`src/rtl/wb_pkg.sv`:
```
// Shared constants and types for the write-back arbiter.
package wb_pkg;
    localparam int   WB_XLEN    = 32;
    localparam int   WB_ADDR_W  = 5;
    localparam logic WB_REQ_ALU = 1'b0;
    localparam logic WB_REQ_LSU = 1'b1;

    typedef struct packed {
        logic [WB_ADDR_W-1:0] rd;
        logic [WB_XLEN-1:0]   data;
    } wb_req_t;
endpackage

```
`src/rtl/wb_slot.sv`:
```
// One-entry write-back holding slot: handshake, x0 drop, payload and relative age.
module wb_slot
    import wb_pkg::*;
#(
    parameter int   XLEN      = WB_XLEN,
    parameter int   ADDR_W    = WB_ADDR_W,
    parameter logic TIE_OLDER = 1'b0
) (
    input  logic              clk,
    input  logic              rst,
    input  logic              req_valid,
    input  logic [ADDR_W-1:0] req_rd,
    input  logic [XLEN-1:0]   req_data,
    output logic              ready,
    input  logic              grant,
    input  logic              peer_load,
    input  logic              peer_hold,
    output logic              load,
    output logic              hold,
    output logic              vld_p0,
    output logic [ADDR_W-1:0] rd_p0,
    output logic [XLEN-1:0]   data_p0,
    output logic              older_p0
);
    assign ready = ~rst & (~vld_p0 | grant);
    assign load  = req_valid & ready & (req_rd != '0);
    assign hold  = vld_p0 & ~grant;

    // Stage p0: slot control; older_p0 says this entry predates the peer's entry
    always_ff @(posedge clk) begin
        if (rst) begin
            vld_p0   <= 1'b0;
            older_p0 <= 1'b0;
        end else begin
            if (load)
                vld_p0 <= 1'b1;
            else if (grant)
                vld_p0 <= 1'b0;

            if (load)
                older_p0 <= peer_load ? TIE_OLDER : ~peer_hold;
            else if (peer_load && hold)
                older_p0 <= 1'b1;
        end
    end

    always_ff @(posedge clk) begin
        if (load) begin
            rd_p0   <= req_rd;
            data_p0 <= req_data;
        end
    end
endmodule

```
`src/rtl/wb_arbiter.sv`:
```
// Register-file write-port arbiter between ALU and LSU with round-robin/age priority.
// Optional macro WB_BYPASS_EN adds decode bypass ports driven off the write register.
module wb_arbiter
    import wb_pkg::*;
#(
    parameter int XLEN   = WB_XLEN,
    parameter int ADDR_W = WB_ADDR_W
) (
    input  logic              clk,
    input  logic              rst,
    input  logic              alu_valid,
    output logic              alu_ready,
    input  logic [ADDR_W-1:0] alu_rd,
    input  logic [XLEN-1:0]   alu_data,
    input  logic              lsu_valid,
    output logic              lsu_ready,
    input  logic [ADDR_W-1:0] lsu_rd,
    input  logic [XLEN-1:0]   lsu_data,
    output logic              rg_write_en,
    output logic [ADDR_W-1:0] rg_des_addr,
    output logic [XLEN-1:0]   rg_des_data,
    output logic              wb_idle
`ifdef WB_BYPASS_EN
    ,
    input  logic [ADDR_W-1:0] byp_addr1,
    input  logic [ADDR_W-1:0] byp_addr2,
    output logic              byp_hit1,
    output logic              byp_hit2,
    output logic [XLEN-1:0]   byp_data1,
    output logic [XLEN-1:0]   byp_data2
`endif
);
    logic              alu_load, alu_hold, alu_vld_p0, alu_older_p0;
    logic [ADDR_W-1:0] alu_rd_p0;
    logic [XLEN-1:0]   alu_data_p0;
    logic              lsu_load, lsu_hold, lsu_vld_p0, lsu_older_p0;
    logic [ADDR_W-1:0] lsu_rd_p0;
    logic [XLEN-1:0]   lsu_data_p0;
    logic              gnt_alu, gnt_lsu, both_vld, last_gnt;
    logic              wr_vld_p1;
    logic [ADDR_W-1:0] wr_addr_p1;
    logic [XLEN-1:0]   wr_data_p1;

    wb_slot #(.XLEN(XLEN), .ADDR_W(ADDR_W), .TIE_OLDER(1'b0)) u_alu_slot (
        .clk(clk), .rst(rst),
        .req_valid(alu_valid), .req_rd(alu_rd), .req_data(alu_data),
        .ready(alu_ready), .grant(gnt_alu),
        .peer_load(lsu_load), .peer_hold(lsu_hold),
        .load(alu_load), .hold(alu_hold),
        .vld_p0(alu_vld_p0), .rd_p0(alu_rd_p0), .data_p0(alu_data_p0),
        .older_p0(alu_older_p0)
    );

    // Simultaneous acceptance makes the LSU entry the older one
    wb_slot #(.XLEN(XLEN), .ADDR_W(ADDR_W), .TIE_OLDER(1'b1)) u_lsu_slot (
        .clk(clk), .rst(rst),
        .req_valid(lsu_valid), .req_rd(lsu_rd), .req_data(lsu_data),
        .ready(lsu_ready), .grant(gnt_lsu),
        .peer_load(alu_load), .peer_hold(alu_hold),
        .load(lsu_load), .hold(lsu_hold),
        .vld_p0(lsu_vld_p0), .rd_p0(lsu_rd_p0), .data_p0(lsu_data_p0),
        .older_p0(lsu_older_p0)
    );

    assign both_vld = alu_vld_p0 & lsu_vld_p0;

    always_comb begin
        gnt_alu = 1'b0;
        gnt_lsu = 1'b0;
        if (!rst) begin
            if (both_vld) begin
                if (alu_rd_p0 == lsu_rd_p0)
                    gnt_lsu = lsu_older_p0 | ~alu_older_p0;
                else
                    gnt_lsu = (last_gnt == WB_REQ_ALU);
                gnt_alu = ~gnt_lsu;
            end else begin
                gnt_alu = alu_vld_p0;
                gnt_lsu = lsu_vld_p0;
            end
        end
    end

    always_ff @(posedge clk) begin
        if (rst)
            last_gnt <= WB_REQ_LSU;
        else if (both_vld)
            last_gnt <= gnt_lsu ? WB_REQ_LSU : WB_REQ_ALU;
    end

    // Stage p1: registered write command straight into the register file
    always_ff @(posedge clk) begin
        if (rst) begin
            wr_vld_p1  <= 1'b0;
            wr_addr_p1 <= '0;
            wr_data_p1 <= '0;
        end else begin
            wr_vld_p1 <= gnt_alu | gnt_lsu;
            if (gnt_lsu) begin
                wr_addr_p1 <= lsu_rd_p0;
                wr_data_p1 <= lsu_data_p0;
            end else if (gnt_alu) begin
                wr_addr_p1 <= alu_rd_p0;
                wr_data_p1 <= alu_data_p0;
            end
        end
    end

    assign rg_write_en = wr_vld_p1;
    assign rg_des_addr = wr_addr_p1;
    assign rg_des_data = wr_data_p1;
    assign wb_idle     = ~alu_vld_p0 & ~lsu_vld_p0 & ~wr_vld_p1;

`ifdef WB_BYPASS_EN
    assign byp_hit1  = wr_vld_p1 & (wr_addr_p1 == byp_addr1) & (byp_addr1 != '0);
    assign byp_hit2  = wr_vld_p1 & (wr_addr_p1 == byp_addr2) & (byp_addr2 != '0);
    assign byp_data1 = wr_data_p1;
    assign byp_data2 = wr_data_p1;
`endif
endmodule
```
`config.mk`:
```
export PLATFORM = sky130hd
export DESIGN_NAME = wb_arbiter
export DESIGN_NICKNAME = d
export VERILOG_FILES = /design/src/rtl/wb_pkg.sv /design/src/rtl/wb_slot.sv /design/src/rtl/wb_arbiter.sv
export SDC_FILE = /design/constraint.sdc
export NUM_CORES = 1
export LEC_CHECK = 0
export ABC_AREA = 1
export ABC_CLOCK_PERIOD_IN_PS = 8700
export BUFFER_PORTS_ARGS = -buffer_cell sky130_fd_sc_hd__buf_2
export CAP_MARGIN = 10
export CELL_PAD_IN_SITES_DETAIL_PLACEMENT = 2
export CELL_PAD_IN_SITES_GLOBAL_PLACEMENT = 2
export CORE_ASPECT_RATIO = 0.7
export CORE_MARGIN = 2
export CORE_UTILIZATION = 30
export DETAILED_ROUTE_END_ITERATION = 10
export PLACE_DENSITY = 0.77
export REMOVE_ABC_BUFFERS = 1
export SLEW_MARGIN = 5
export SYNTH_ARGS = -nofsm -noshare
export SYNTH_HDL_FRONTEND = slang
export SYNTH_HIERARCHICAL = 1
export SYNTH_SLANG_ARGS = --single-unit
```
`constraint.sdc`:
```
create_clock -name clk -period 8.7 [get_ports clk]
set_input_delay 0.87 -clock clk [delete_from_list [all_inputs] [get_ports clk]]
set_output_delay 0.87 -clock clk [all_outputs]
set_load 0.02 [all_outputs]
```
==> results.toml <==
[outcome]
status = "finished, final reports clean"

[timing]
slew_headroom_pct = 38.0
setup_tns_ns = 0
max_freq_mhz = 265
hold_viol_final = 0
slew_violations = 0
fin_crit_sh_pct = 43.4
period_needed_ns = 3.78
skew_ns = 0.0124
fin_ws_ns = 4.92
setup_viol = 0
grt_setup_unrepaired = "false"
tightestPinTransition_ns = 0.930

[route]
drt.antenna.violating_nets = 0
vias = 3840
routed_wl_microns = 13700
post-route-drc-count = 0
dr.pass1.iters = 4
drt-initial-drc-count = 127
avgViaCountPerCell = 4.64
wl_per_cell_microns = 16.6

[clock_tree]
hold_buffers = 0
clock-sinks = 117
clock_latency_ns = 0.42
cts_setup_buffers = 0
root_buffer = "clkbuf_16"
cts_resized = 0
path_clk_slew_ns = 0.05
clockBufferDepth = 2
cts_max_level = 4
cts_tree = "yes"
cts-buffers-inserted = 17

[job]
max_cap_violations = 0

[global_route]
grt_pass1_wl_microns = 22000
grt.overflow.total = 0
grt_util_all_layers_pct = 17.1
grt_max_degree = 77
antenna_found_initial = 0
grt_pass1_vias = 4235

[yosys]
synth_warnings = 6
syn_area_sq_um = 4790
synth_edf_count = 74
postSynthCellCount = 500
ys_ff_latch = 117
synth_flop_cell = "edfxtp_1"
ys_types = 22
synthArstFlopShare_pct = 0
ys_seq_area_share_pct = 64.4
syn_avg_cell_area_sq_um = 9.58

[worst_hold_path]
hold_path_class = "flop to flop"

[power]
p_leak_nw = 2.65
ir_drop_uv = 100
power_density_nw_per_um2 = 242

[floorplanning]
chipWidth_microns = 155
die_area_sq_um = 17000
start_util_pct = 30.8
core-area_sq_um = 15500
rows = 38
die_h_microns = 110
top_level_ports = 119

[place]
dp_hpwl_microns = 8810
port_buffers = 118
place.gp.congestion = 0.759
dp_slack_ns = 5.30

[setup_path]
cp-end-kind = "output port"
crit_type = "flop to output port"
crit_required_ns = 7.83
crit_path_max_fanout = 76
worstPathArrival_ns = 2.91
critPathLaunchType = "flop"

[final_layout]
drive_gt1_share_pct = 26.6
fin_nets = 692
fillers = 1689
seqCellArea_sq_um = 3080
syn_to_final_growth_pct = 27.0
multi_input_area_sq_um = 1350
antenna_cells = 0
-- cell usage after synthesis, drive strengths merged (10+ instances only) --
cell type  count  area share (%)
clkbuf        10            0.78
edfxtp        74              46
dfxtp         43              18
buf           18             2.3
nor2          96             7.6
a21oi         75             8.6
inv           66             5.2
nand3         45             5.0
nand2         67             5.4
-- per-stage QoR --
step	hold WS, ns	cell area, sq um	instances	utilization [%]	power, mW
finish	0.495	6080	827	39.1	1.47
CTS	0.496	6080	827	39.1	1.49
floorplan	0.446	4640	472	-	0.773
global placement	0.477	5560	795	35.8	0.841
detailed placement	0.485	5560	795	35.8	0.853
global route	0.535	6080	827	39.1	1.54
-- final cells by class --
| type | instances | area share (%) |
|---|---|---|
| well taps | 200 | 4.11 |
| clock buffers | 19 | 7.11 |
| flip-flops and latches | 117 | 50.7 |
| repair buffers | 123 | 10.3 |
| multi-input cells | 289 | 22.2 |
| inverters | 66 | 4.07 |
| clock inverters | 13 | 1.52 |
-- final timing paths --
kind | start | to | slack [ns] | depth (start not counted)
min | rg_des_data[0] | rg_des_data[0] | 0.50 | 2
max reg2reg | u_lsu_slot/rd_p0[2] | u_lsu_slot/older_p0 | 5.35 | 18
max | u_lsu_slot/rd_p0[2] | alu_ready | 4.92 | 14
min reg2reg | rg_des_data[0] | rg_des_data[0] | 0.50 | 2
-- critical path: stages (launching register included) --
cell      delay, ns
edfxtp_1       0.41
nand2_1        0.10
nand2_1        0.05
nor2_1         0.16
nand3_1        0.10
nand2_1        0.11
nand3_4        0.70
o21ai_0        0.33
nand2_1        0.08
inv_1          0.06
inv_1          0.04
nand2_2        0.07
nand2_1        0.07
inv_1          0.05
buf_2          0.15
-- state kept, by name, summed over array words and instances (netlist names) --
| register | count |
|---|---|
| u_lsu_slot/data_p0 | 32 |
| u_lsu_slot/vld_p0 | 1 |
| last_gnt | 1 |
| u_lsu_slot/older_p0 | 1 |
| u_alu_slot/rd_p0 | 5 |
| rg_des_addr | 5 |
| u_lsu_slot/rd_p0 | 5 |
| rg_write_en | 1 |
| u_alu_slot/vld_p0 | 1 |
| u_alu_slot/older_p0 | 1 |
| rg_des_data | 32 |
| u_alu_slot/data_p0 | 32 |
-- report_power, final --
part	total, mW	internal [mW]	switching (mW)	leakage (nW)
Clock	0.633	0.385	0.248	0.254
Combinational	0.178	0.0608	0.117	1.35
Sequential	0.660	0.637	0.0227	1.05
Total	1.47	1.08	0.389	2.65
-- cells by family (layout without fill, tap and decap cells) --
family          Yosys count  in the layout  synth area share [%]
simple gates            211            211                  18.4
flops                   117            117                  64.4
buf+inv                  94            221                  8.23
compound gates           77             77                  8.88
xor+xnor                  1              1                 0.183
-- routing by layer --
layer / share of wire, % / up-vias / track usage (%)
met4: 1.1 / 0 / 5.75
met3: 4.0 / 15 / 4.45
met5: 0 / - / 0
met1: 48 / 1878 / 21.9
li1: - / 1852 / -
met2: 47 / 95 / 28.6
-- placed cells by master, fill, tap and decap left out, types with 3 or more instances in the layout --
cell	instances
a21oi_1	64
clkbuf_16	17
clkinv_1	5
buf_4	5
clkinv_2	4
nor2_4	3
buf_2	118
edfxtp_1	74
a21oi_2	10
nand3_1	42
nor2_1	93
inv_1	66
dfxtp_1	43
nand2_1	65
No activity file was read; power rests on OpenSTA's default activity.
